**config.mk**
```make
export PLATFORM = sky130hd
export DESIGN_NAME = program_loader
export DESIGN_NICKNAME = d
export VERILOG_FILES = /design/src/rtl/loader_pkg.sv /design/src/rtl/program_loader.sv
export SDC_FILE = /design/constraint.sdc
export NUM_CORES = 1
export LEC_CHECK = 0
export CORE_ASPECT_RATIO = 1.75
export CORE_MARGIN = 3
export CORE_UTILIZATION = 56
export CTS_CLUSTER_SIZE = 28
export DETAILED_ROUTE_END_ITERATION = 8
export DONT_BUFFER_PORTS = 1
export PLACE_DENSITY = 0.78
export REMOVE_ABC_BUFFERS = 1
export SETUP_SLACK_MARGIN = 0.4
export SYNTH_ARGS = -nofsm -noshare
export SYNTH_HDL_FRONTEND = slang
export SYNTH_SLANG_ARGS = --single-unit
export TNS_END_PERCENT = 1
```
**constraint.sdc**
```tcl
create_clock -name CLK -period 2.2 [get_ports CLK]
set_clock_uncertainty 0.1 [all_clocks]
set_input_delay 0.33 -clock CLK [delete_from_list [all_inputs] [get_ports CLK]]
set_output_delay 0.33 -clock CLK [all_outputs]
set_load 0.01 [all_outputs]
```
**src/rtl/loader_pkg.sv**
```systemverilog
// loader_pkg -- shared definitions for the program loader.
//   state_t     : loader FSM state encoding
//   SYNC_BYTE   : byte that starts every load frame
//   ADDR_W_DEF  : default instruction-memory address width
//   DATA_W_DEF  : default instruction-memory word width
// The CSUM state exists only when PROGRAM_LOADER_CHECKSUM_EN is defined.
package loader_pkg;

    localparam int ADDR_W_DEF = 8;
    localparam int DATA_W_DEF = 8;
    localparam logic [7:0] SYNC_BYTE = 8'hA5;

    typedef enum logic [2:0] {
        S_IDLE = 3'd0,
        S_LEN  = 3'd1,
        S_DATA = 3'd2,
`ifdef PROGRAM_LOADER_CHECKSUM_EN
        S_CSUM = 3'd3,
`endif
        S_RUN  = 3'd4,
        S_HALT = 3'd5,
        S_ERR  = 3'd6
    } state_t;

endpackage

```
**src/rtl/program_loader.sv**
```systemverilog
// program_loader -- receives a framed program over a byte stream, writes it
// into instruction memory, then releases the processor until it reports FINISH.
//
// Frame: SYNC(0xA5), LEN(N>0), N data bytes[, checksum = mod-256 sum of data].
// The trailing checksum byte is expected only when PROGRAM_LOADER_CHECKSUM_EN
// is defined at compile time.
//
// Ports:
//   CLK        in   system clock, rising edge
//   RESET      in   synchronous, active-low reset
//   IN_DATA    in   load-stream byte
//   IN_VALID   in   IN_DATA valid
//   IN_READY   out  loader accepts a byte this cycle (low only while running)
//   FINISH     in   processor reports end of program (honoured only in RUN)
//   IMEM_ADDR  out  instruction-memory write address
//   IMEM_DATA  out  instruction-memory write data
//   IMEM_WE    out  write strobe, one cycle per data byte
//   CPU_RESET  out  holds the processor in reset except while running
//   DONE       out  program ran to FINISH
//   ERROR      out  malformed or corrupt load
module program_loader
    import loader_pkg::*;
#(
    parameter int ADDR_W = ADDR_W_DEF,
    parameter int DATA_W = DATA_W_DEF
) (
    input  logic              CLK,
    input  logic              RESET,
    input  logic [7:0]        IN_DATA,
    input  logic              IN_VALID,
    output logic              IN_READY,
    input  logic              FINISH,
    output logic [ADDR_W-1:0] IMEM_ADDR,
    output logic [DATA_W-1:0] IMEM_DATA,
    output logic              IMEM_WE,
    output logic              CPU_RESET,
    output logic              DONE,
    output logic              ERROR
);

    state_t     state;
    state_t     state_nxt;
    logic       accept;
    logic       is_sync;
    logic       last_byte;
    logic [7:0] len;
    logic [7:0] count;
`ifdef PROGRAM_LOADER_CHECKSUM_EN
    logic [7:0] sum;
`endif

    // The only non-ready state is RUN, so acceptance is derived from the
    // state directly rather than from IN_READY to keep the logic acyclic.
    assign accept    = IN_VALID && (state != S_RUN);
    assign is_sync   = (IN_DATA == SYNC_BYTE);
    assign last_byte = (count == len - 8'd1);

    always_ff @(posedge CLK) begin
        if (!RESET) begin
            state <= S_IDLE;
        end else begin
            state <= state_nxt;
        end
    end

    always_comb begin
        state_nxt = state;
        IN_READY  = 1'b1;
        CPU_RESET = 1'b1;
        DONE      = 1'b0;
        ERROR     = 1'b0;
        case (state)
            S_IDLE: begin
                if (accept && is_sync) state_nxt = S_LEN;
            end
            S_HALT: begin
                DONE = 1'b1;
                if (accept && is_sync) state_nxt = S_LEN;
            end
            S_ERR: begin
                ERROR = 1'b1;
                if (accept && is_sync) state_nxt = S_LEN;
            end
            S_LEN: begin
                if (accept) state_nxt = (IN_DATA == 8'd0) ? S_ERR : S_DATA;
            end
            S_DATA: begin
                if (accept && last_byte) begin
`ifdef PROGRAM_LOADER_CHECKSUM_EN
                    state_nxt = S_CSUM;
`else
                    state_nxt = S_RUN;
`endif
                end
            end
`ifdef PROGRAM_LOADER_CHECKSUM_EN
            S_CSUM: begin
                // sum already covers all N data bytes when the checksum arrives
                if (accept) state_nxt = (IN_DATA == sum) ? S_RUN : S_ERR;
            end
`endif
            S_RUN: begin
                IN_READY  = 1'b0;
                CPU_RESET = 1'b0;
                if (FINISH) state_nxt = S_HALT;
            end
            default: begin
                state_nxt = S_IDLE;
            end
        endcase
    end

    // Byte counter, length latch, checksum accumulator and the registered
    // memory write port (write appears the cycle after the byte is accepted).
    always_ff @(posedge CLK) begin
        if (!RESET) begin
            IMEM_WE   <= 1'b0;
            IMEM_ADDR <= '0;
            IMEM_DATA <= '0;
            count     <= 8'd0;
            len       <= 8'd0;
`ifdef PROGRAM_LOADER_CHECKSUM_EN
            sum       <= 8'd0;
`endif
        end else begin
            IMEM_WE <= 1'b0;
            case (state)
                S_IDLE, S_HALT, S_ERR: begin
                    if (accept && is_sync) begin
                        count <= 8'd0;
`ifdef PROGRAM_LOADER_CHECKSUM_EN
                        sum   <= 8'd0;
`endif
                    end
                end
                S_LEN: begin
                    if (accept) len <= IN_DATA;
                end
                S_DATA: begin
                    if (accept) begin
                        IMEM_WE   <= 1'b1;
                        IMEM_ADDR <= ADDR_W'(count);
                        IMEM_DATA <= DATA_W'(IN_DATA);
                        count     <= count + 8'd1;
`ifdef PROGRAM_LOADER_CHECKSUM_EN
                        sum       <= sum + IN_DATA;
`endif
                    end
                end
                default: begin
                end
            endcase
        end
    end

endmodule

```
### After elaboration in Yosys (flattened, before gate mapping)

Cells that the tools add are included.
W data, S select, Z words.

* register bits: 36
* output and inout port bits: 21
* logic and storage cells: 46
* input port bits: 12

* equal/unequal tests: 13
* mux-type cells: 13
* $add $sub $neg: 2
* reductions and logical operators: 12

Operators with widths (count)
* $mux W8: 2
* $pmux W8 S2: 1
* $mux W3: 5
* $pmux W3 S4: 1
* $eq A3 B3 Y1 const B: 3
* $add A8 B1 Y8 const B: 1
* $eq A8 B8 Y1: 1
* $eq A8 B8 Y1 const B: 1
* $logic_not A8 Y1: 1
* $ne A2 B2 Y1 const B: 4
* $sub A8 B1 Y8 const B: 1
* $reduce_and A2 Y1: 3
* $mux W1: 4
* $reduce_and A4 Y1: 1
* $eq A3 B1 Y1 const B: 1
* $eq A3 B2 Y1 const B: 1
* $logic_and A1 B1 Y1: 3
* $logic_not A3 Y1: 1
* $ne A3 B3 Y1 const B: 1
* $reduce_and A3 Y1: 1
* $reduce_or A3 Y1: 1
* $ne A2 B1 Y1 const B: 1
* $reduce_bool A2 Y1: 1

### Longest topological paths before layout

Gate-level depths: netlist (run 1).

* word-level depth: 5
* mapped depth: 7
* mapped depth without buffers: 7

### Least setup slack after synthesis (run 1)

Ideal clock, no wire load.

* path type: in2reg
* start point: input port IN_DATA[1]
* end point: register count[4]
* cell stages on the path: 5
* data arrival time: 1.985 ns
* data required time: 2.041 ns
* setup time: 0.059 ns
* slack: 0.056 ns
* buffers on the path: 0
* cells stage by stage: or4_4 > a2111oi_4 > o21ai_2 > or4_1 > nand2_1

* longest elaborated chain between the ends: 4

Ends and longest elaborated chain
* from (decl): line program_loader.sv:29 `input logic [7:0] IN_DATA,`
* $eq A8 B8 Y1: line program_loader.sv:55 `assign is_sync = (IN_DATA == SYNC_BYTE);`
* $logic_and A1 B1 Y1: line program_loader.sv:129 `if (accept && is_sync) begin`
* $ne A2 B1 Y1 (no source line)
* $reduce_and A3 Y1 (no source line)
* to (signal assigned): line program_loader.sv:144 `count <= count + 8'd1;`
* to (decl): line program_loader.sv:47 `logic [7:0] count;`

Every way passes these cells.
A chain may end at the register's enable or synchronous reset.

### Final worst setup path (run 1)

* start point: register len[0]
* end point: register state[1]

* longest elaborated chain between the ends: 5

Ends and longest elaborated chain
* from (decl): line program_loader.sv:46 `logic [7:0] len;`
* from (signal assigned): line program_loader.sv:121 `len <= 8'd0;`
* from (signal assigned): line program_loader.sv:137 `if (accept) len <= IN_DATA;`
* $sub A8 B1 Y8: line program_loader.sv:56 `assign last_byte = (count == len - 8'd1);`
* $eq A8 B8 Y1: line program_loader.sv:56
* $logic_and A1 B1 Y1: line program_loader.sv:88 `if (accept && last_byte) begin`
* $ne A2 B2 Y1 (no source line)
* $reduce_and A4 Y1 (no source line)
* to (signal assigned): line program_loader.sv:62 `state <= state_nxt;`
* to (decl): line program_loader.sv:41 `state_t state;`

Every way passes these cells.

==> reports/metrics.cfg, run 1 <==
[die]
rows = 26
initial_core_util = 0.599
num_io_pins = 33
die_area_um2 = 3940
die_h_um = 80.9
core_um2 = 2990
die_w_um = 48.8

[place]
post-place-cells = 250
portBuffers = 0
placed_cell_area_um2 = 1810
hpwlAfterDp_mm = 2.90
gp_congestion = 0.917
dp_slack_ps = -10.9

[grt]
grt_pass1_vias = 1587
gr-total-overflow = 0
grt_util_all_layers = 0.237
grt_first_pass_wirelength_mm = 7.14
antenna_found_initial = 0
grt_max_degree = 29

[clock_tree]
cts_tree = done
clk_path_buf_depth = 2
ctsHtreeMaxLevel = 2
cts_root_buffer = clkbuf_8
clock-sinks = 36
path_clk_slew_ps = 80
insertion_delay_ps = 300
numCtsBuffers = 5

[critical_path]
cp.arrival_ps = 2080
cpLargestDelayFamily = compound AO/OA/AOI/OAI gates
cp_max_fo = 2
crit_top_cell = o41a_1
worstSetupStartpointType = flip-flop
worstReg2RegStart = len[0]
r2r_slack_ps = 210
critPathSlowestCell = o41a_1
r2r_end = state[1]
worstPathCellList = inv_2, ha_4, xor2_1, nand4_1, o41a_1, o41a_1
crit_path_max_incr_delay_ps = 470
reg2reg_depth = 6
cp.required_ps = 2280
critPathKind = flip-flop to flip-flop
crit_buf_inv = 1
cp-end-kind = flip-flop

[power_and_ir_drop]
power_leakage_nw = 0.737
p_per_area_nw_per_um2 = 734
power_mw = 1.48
ir_worst_vdd_uv = 533

[timing]
slew_headroom = 0.618
fmax_mhz = 502
finalCritPeriodShare = 0.906
setup_viol = 0
drv_slew = 0
hold_viol_final = 0
finalWorstSetupSlack_ps = 207
min_period_ps = 1990
worst_slew_pin_slew_ps = 572
rsz0062_at_grt = true

[min_path]
hold_path.class = primary input to flip-flop
hp-start = IN_DATA[6]
worstHoldEndpoint = IMEM_DATA[6]
hold_depth = 2

[detailed_routing]
firstDrtPassIters = 4
ant_nets = 0
drt-initial-drc-count = 62
vias = 1541
wl_per_cell_um = 16.4
viasPerCell = 5.88
drc = 0
wl_mm = 4.30

[synthesis]
yosysSeqAreaShare = 0.402
postSynthAreaPerCell_um2 = 8.42
synth_ff_type = dfxtp_1
netlist_area_um2 = 1790
yosysTopAreaCellShare = 0.402
synth_area_leaders = dfxtp_1 40%, nand2_1 8.2%, a21oi_1 5.3%
ys_types = 42
yosys_warnings = 0
netlist_instances = 213
synth_area_leader_cell = dfxtp_1
async_flop_share = 0
synth-edff-count = 0
ys_ff_latch = 36

[layout]
utilization = 0.671
syn_to_final_growth_pct = 12.1
final_cells = 262
antenna_cells = 0
nets = 233
drive_gt1_frac = 0.182
final_area_um2 = 2010

[outcome]
status = completed

[run]
cap_violations = 0

==> where the power goes <==
| part | internal, mW | switching, mW |
|---|---|---|
| combinational | 0.0804 | 0.0980 |
| sequential | 0.669 | 0.0268 |
| clock | 0.341 | 0.261 |
| total | 1.09 | 0.385 |
==> cell type report <==
cell class | count | area [um2]
Clock buffer | 5 | 68.8
Clock inverter | 3 | 46.3
Fill cell | 264 | 983
Inverter | 7 | 26.3
Multi-Input combinational cell | 159 | 1010
Sequential cell | 36 | 731
Tap cell | 42 | 52.6
Timing Repair Buffer | 10 | 75.1
==> layout by cell type, fill, tap and decap left out, types with 6 or more instances in the layout <==
master,Yosys,routed
xnor2_1,7,6
a21oi_1,19,19
nor2_1,24,23
buf_4,1,10
xor2_1,7,7
dfxtp_1,36,30
mux2i_1,7,7
nand2_1,39,39
==> through the flow <==
step / TNS [ps] / hold slack (ps)
after floorplan: -362 / 365
after global placement: 0 / 369
after detailed placement: -10.9 / 377
after CTS: 0 / 51.7
after global routing: 0 / 59.2
final: 0 / 59.5
==> cells in the mapped netlist, drive strengths merged (2+ instances only) <==
library cell   n
nand3          5
nand2         39
a21o           2
clkbuf         8
and3           2
xor2           7
o21ai          5
a21oi         19
a31oi          2
mux2i          7
xnor2          7
nand2b         4
nor3           2
buf            2
dfxtp         36
nor2          24
inv            7
or3            3
o211ai         6
or4            5
nand4          3
ha             2
o41a           2
nand3b         2
==> logic make-up (layout without fill, tap and decap cells) <==
group                      count (synthesis)  in the layout  share of synthesized area
DFF                                       36             36                      0.402
AOI/OAI and AO/OA                         42             42                      0.170
muxes                                      7              7                     0.0391
adders and majority gates                  2              2                     0.0140
xor gates and xnor gates                  14             14                     0.0684
buffers and inverters                     18             25                     0.0586
and+or+nand+nor                           94             94                      0.248
==> worst max-delay path by stage <==
stage                          start        to  slack [ps]  cells past startpoint
final                         len[0]  state[1]         210                      6
after global routing          len[1]  state[1]         140                      6
after CTS                     len[1]  state[1]         270                      7
after detailed placement  IN_DATA[1]  count[7]         -10                      5
after global placement    IN_DATA[1]  count[7]          50                      5
after floorplan             state[2]  state[2]        -210                      5
==> what timing repair did <==
| action | in CTS | in global routing |
|---|---|---|
| resized for setup | 14 | 1 |
| setup buffers | 4 | 0 |
| hold buffers | 0 | 0 |
| endpoints found under the setup margin | 34 | 31 |
| pin swaps | 6 | 2 |
==> state kept, by name, indices dropped and copies added (netlist names) <==
name	flops
IMEM_ADDR	8
IMEM_WE	1
state	3
count	8
IMEM_DATA	8
len	8
==> worst register-to-register path, delay by kind of cell (launching register included) <==
kind | cells | cell delay [ps]
buffers and inverters | 1 | 50
flip-flops | 1 | 340
XOR/XNOR | 1 | 140
AO/OA/AOI/OAI | 2 | 880
adder cells (fa/ha/maj) | 1 | 260
AND/OR/NAND/NOR | 1 | 110
==> layer usage <==
layer  part of all wire  wire length, um  global-route usage  vias to the layer above
met5                  0                0                   0                        -
met4              0.037              160               0.185                        0
met3              0.058              250              0.0459                       15
met2               0.52             2220               0.410                       52
met1               0.39             1670               0.251                      729
li1                   -                -                   -                      745
Power figures use the tool's default switching activity.
==> run 2, diff against run 1 <==
--- a/config.mk
+++ b/config.mk
@@ -12,7 +12,6 @@
 export DETAILED_ROUTE_END_ITERATION = 8
 export DONT_BUFFER_PORTS = 1
 export PLACE_DENSITY = 0.78
-export REMOVE_ABC_BUFFERS = 1
 export SETUP_SLACK_MARGIN = 0.4
 export SYNTH_ARGS = -nofsm -noshare
 export SYNTH_HDL_FRONTEND = slang
==> reports/metrics.cfg, run 2 (synthesized netlist as in run 1, its figures left out) <==
[timing]
worst_slew_pin_slew_ps = 363  ; -208 ps
hold_viol_final = 0  ; unchanged
fmax_mhz = 510  ; +1.6%
slew_headroom = 0.758  ; +0.140
setup_viol = 0  ; unchanged
tns_ps = 0  ; unchanged
min_period_ps = 1960  ; -32.2 ps
rsz0062_at_grt = true
finalCritPeriodShare = 0.891  ; -0.0146
drv_slew = 0  ; unchanged

[place]
placed_cell_area_um2 = 1850  ; +2.0%
portBuffers = 0  ; unchanged
hpwlAfterDp_mm = 3.27  ; +13%
gp_congestion = 0.895  ; -2.4%

[grt]
grt_pass1_vias = 1665  ; +4.9%
grt_first_pass_wirelength_mm = 7.51  ; +5.2%
grt_util_all_layers = 0.250  ; +0.0128
antenna_found_initial = 0  ; unchanged
grt_max_degree = 29  ; unchanged
gr-total-overflow = 0  ; unchanged

[run]
cap_violations = 0  ; unchanged

[layout]
syn_to_final_growth_pct = 12.5
utilization = 0.674  ; +0.00251
nets = 232  ; -0.43%
final_cell_mix = 38 x nand2_1, 31 x dfxtp_1, 24 x nor2_1
antenna_cells = 0  ; unchanged
final_common_cell = nand2_1
seqCellArea_um2 = 727  ; -0.51%
drive_gt1_frac = 0.178  ; -0.00374
fillers = 243  ; -8.0%
multi_input_area_um2 = 1040  ; +2.6%
final_area_um2 = 2020  ; +0.37%

[outcome]
status = completed

[critical_path]
cp-end-kind = flip-flop
cpLargestDelayFamily = compound AO/OA/AOI/OAI gates
critPathKind = flip-flop to flip-flop
crit_path_max_incr_delay_ps = 500  ; +30 ps
worstPathCellList = inv_2, ha_4, xor2_1, nand4_1, o41a_1, o41a_1
cp_max_fo = 3  ; +1
cp.arrival_ps = 2040  ; -40 ps
worstSetupStartpointType = flip-flop
critPathSlowestCell = o41a_1
crit_buf_inv = 1  ; unchanged
cp.required_ps = 2280  ; about the same
crit_top_cell = o41a_1

[detailed_routing]
vias = 1581  ; +2.6%
drc = 0  ; unchanged
viasPerCell = 6.06  ; +3.0%
wl_mm = 4.61  ; +7.2%
ant_nets = 0  ; unchanged
wl_per_cell_um = 17.7  ; +7.6%
drt-initial-drc-count = 79  ; +27%
firstDrtPassIters = 4  ; unchanged

[power_and_ir_drop]
p_per_area_nw_per_um2 = 727  ; -1.0%
ir_worst_vdd_uv = 683  ; +28%
power_mw = 1.47  ; -0.67%
power_leakage_nw = 0.735  ; -0.20%

[clock_tree]
clock-sinks = 36  ; unchanged
numCtsBuffers = 5  ; unchanged
insertion_delay_ps = 290  ; about the same
path_clk_slew_ps = 70  ; about the same
clk_path_buf_depth = 2  ; unchanged
hold_buffers = 0  ; unchanged
cts_root_buffer = clkbuf_8
ctsHtreeMaxLevel = 2  ; unchanged
cts_tree = done

[synthesis]
syn_nets = 227

[die]
die_area_um2 = 3940  ; unchanged
die_h_um = 80.9  ; unchanged
rows = 26  ; unchanged
die_w_um = 48.8  ; unchanged
core_um2 = 2990  ; unchanged
initial_core_util = 0.599  ; unchanged
num_io_pins = 33  ; unchanged

[min_path]
hold_path.class = primary input to flip-flop

## run 2: worst paths after layout
check | endpoint | slack [ps] | cells past startpoint | startpoint
max | state[1] | 240 | 6 | len[1]
min | IMEM_DATA[6] | 60 | 2 | IN_DATA[6]
max reg2reg | state[1] | 240 | 6 | len[1]
min reg2reg | IMEM_DATA[1] | 410 | 2 | IMEM_DATA[1]
## run 2: stage by stage
stage | cells | setup WS [ps] | hold slack (ps)
2_1_floorplan | 213 | 190 | 365
3_3_place_gp | 252 | 132 | 369
3_5_place_dp | 252 | 97.6 | 374
4_1_cts | 261 | 288 | 62.0
5_1_grt | 261 | 161 | 59.9
6_report | 261 | 240 | 63.3
## run 2: per-layer routing
layer / routed length (um) / GRT usage
met2: 2410 / 0.466
met5: 0 / 0
met4: 271 / 0.182
met3: 280 / 0.0661
met1: 1650 / 0.230
## run 2: power breakdown
| group | total [mW] | internal [mW] | switching, mW |
|---|---|---|---|
| clock | 0.576 | 0.336 | 0.239 |
| sequential | 0.698 | 0.670 | 0.0280 |
| combinational | 0.192 | 0.0861 | 0.106 |
| total | 1.47 | 1.09 | 0.374 |
## run 2: timing repair
action,CTS,global route
setup buffers,1,0
endpoints found under the setup margin,25,26
pin swaps,5,2
resized for setup,15,0
## run 2: layout make-up
| cell class | instances | area share |
|---|---|---|
| clock buffer | 6 | 0.0360 |
| clock inverter | 2 | 0.0174 |
| inverter | 7 | 0.0130 |
| multi-input combinational | 159 | 0.514 |
| sequential | 36 | 0.360 |
| tap | 42 | 0.0261 |
| timing repair buffer | 9 | 0.0335 |
==> run 3, diff against run 2 <==
--- a/config.mk
+++ b/config.mk
@@ -7,11 +7,11 @@
 export LEC_CHECK = 0
 export CORE_ASPECT_RATIO = 1.75
 export CORE_MARGIN = 3
-export CORE_UTILIZATION = 56
+export CORE_UTILIZATION = 50
 export CTS_CLUSTER_SIZE = 28
 export DETAILED_ROUTE_END_ITERATION = 8
 export DONT_BUFFER_PORTS = 1
-export PLACE_DENSITY = 0.78
+export PLACE_DENSITY = 0.72
 export SETUP_SLACK_MARGIN = 0.4
 export SYNTH_ARGS = -nofsm -noshare
 export SYNTH_HDL_FRONTEND = slang
==> reports/metrics.cfg, run 3 (synthesized netlist as in run 1, its figures left out) <==
[die]
die_area_um2 = 4370  ; +11%
rows = 28  ; +7.7%
initial_core_util = 0.528  ; -0.0715
die_w_um = 51.3  ; +5.1%
die_h_um = 85.2  ; +5.4%
core_um2 = 3400  ; +14%
num_io_pins = 33  ; unchanged

[clock_tree]
ctsHtreeMaxLevel = 2  ; unchanged
insertion_delay_ps = 300  ; about the same
cts_root_buffer = clkbuf_8
clock-sinks = 36  ; unchanged
clk_path_buf_depth = 2  ; unchanged
numCtsBuffers = 5  ; unchanged
hold_buffers = 0  ; unchanged
cts_tree = done
path_clk_slew_ps = 80  ; about the same

[synthesis]
syn_nets = 227  ; unchanged

[grt]
antenna_found_initial = 0  ; unchanged
grt_max_degree = 29  ; unchanged
grt_util_all_layers = 0.219  ; -0.0308
grt_pass1_vias = 1627  ; -2.3%
grt_first_pass_wirelength_mm = 7.27  ; -3.3%
gr-total-overflow = 0  ; unchanged

[detailed_routing]
highest_layer = met4
wirelength_met1_mm = 1.70  ; +3.5%
firstDrtPassIters = 4  ; unchanged
wl_per_cell_um = 15.7  ; -11%
vias = 1558  ; -1.5%
met2WireLength_mm = 2.31  ; -4.2%
drt-initial-drc-count = 36  ; -54%
wl_met3_um = 178  ; -36%
ant_nets = 0  ; unchanged
drc = 0  ; unchanged
wl_mm = 4.32  ; -6.4%
viasPerCell = 5.69  ; -6.1%

[critical_path]
cp.required_ps = 2280  ; about the same
cp-end-kind = flip-flop
cp.arrival_ps = 1990  ; -50 ps
cp_max_fo = 2  ; -1
critPathKind = flip-flop to flip-flop
r2r_slack_ps = 290  ; +50 ps
worstSetupStartpointType = flip-flop

[layout]
drive_gt1_frac = 0.236  ; +0.0577
final_cells = 274  ; +5.0%
final_common_cell = nand2_1
antenna_cells = 0  ; unchanged
final_cell_mix = 39 x nand2_1, 29 x dfxtp_1, 23 x nor2_1
utilization = 0.621  ; -0.0531
nets = 242  ; +4.3%
fillers = 314  ; +29%
syn_to_final_growth_pct = 17.7

[place]
hpwlAfterDp_mm = 3.10  ; -5.0%
portBuffers = 0  ; unchanged
gp_congestion = 0.950  ; +6.1%
post-place-cells = 261  ; +3.6%

[timing]
whs_ps = 60.7  ; -2.55 ps
min_period_ps = 1910  ; -49.1 ps
worst_slew_pin_slew_ps = 383  ; +20.0 ps
tns_ps = 0  ; unchanged
hold_viol_final = 0  ; unchanged
slew_headroom = 0.744  ; -0.0134
setup_viol = 0  ; unchanged
finalCritPeriodShare = 0.869  ; -0.0223
rsz0062_at_grt = true
fmax_mhz = 523  ; +2.6%
drv_slew = 0  ; unchanged

[outcome]
status = completed

[power_and_ir_drop]
p_per_area_nw_per_um2 = 652  ; -10%
power_leakage_nw = 0.776  ; +5.4%
ir_worst_vdd_uv = 528  ; -23%

[min_path]
hold_path.class = primary input to flip-flop

[run]
cap_violations = 0  ; unchanged

==> run 3: stage by stage <==
| stage | worst slack (ps) | power [mW] | instance area (um2) |
|---|---|---|---|
| after floorplan | 190 | 0.842 | 1810 |
| after global placement | 127 | 0.883 | 1900 |
| after detailed placement | 102 | 0.887 | 1900 |
| after CTS | 300 | 1.37 | 2050 |
| after global routing | 254 | 1.43 | 2110 |
| final | 289 | 1.38 | 2110 |
==> run 3: report_power, final <==
part           internal (mW)  total (mW)  switching (mW)
logic                 0.0966       0.198           0.102
clock network          0.224       0.480           0.256
registers              0.669       0.697          0.0280
==> run 3: routing by layer <==
| metal | GRT usage | up-vias |
|---|---|---|
| met3 | 0.0492 | 9 |
| met4 | 0.131 | 0 |
| met5 | 0 | - |
| met1 | 0.235 | 752 |
| li1 | - | 763 |
| met2 | 0.378 | 34 |
==> run 3: final cells by class <==
type	instances	area, um2	area share
Multi-Input combinational cell	159	1050	0.500
Sequential cell	36	739	0.351
Clock inverter	3	21.3	0.0101
Inverter	7	26.3	0.0125
Timing Repair Buffer	19	143	0.0676
Tap cell	45	56.3	0.0267
Clock buffer	5	68.8	0.0326
==> run 3: critical path: stages (launching register included) <==
cell     delay, ps
dfxtp_1        350
xnor2_2        210
xnor2_1        110
or4_1          460
and3_4         190
o41a_1         390
==> run 3: timing repair <==
item | in CTS | in global routing
resized for setup | 15 | 10
pin swaps | 5 | 6
setup endpoints to repair | 8 | 9
buffers inserted | 2 | 3
==> run 3: worst paths after layout <==
kind / from / end / cells after the start
max reg2reg: count[7] / state[1] / 5
max: count[7] / state[1] / 5
min reg2reg: IMEM_DATA[4] / IMEM_DATA[4] / 2
min: IN_DATA[7] / IMEM_DATA[7] / 2
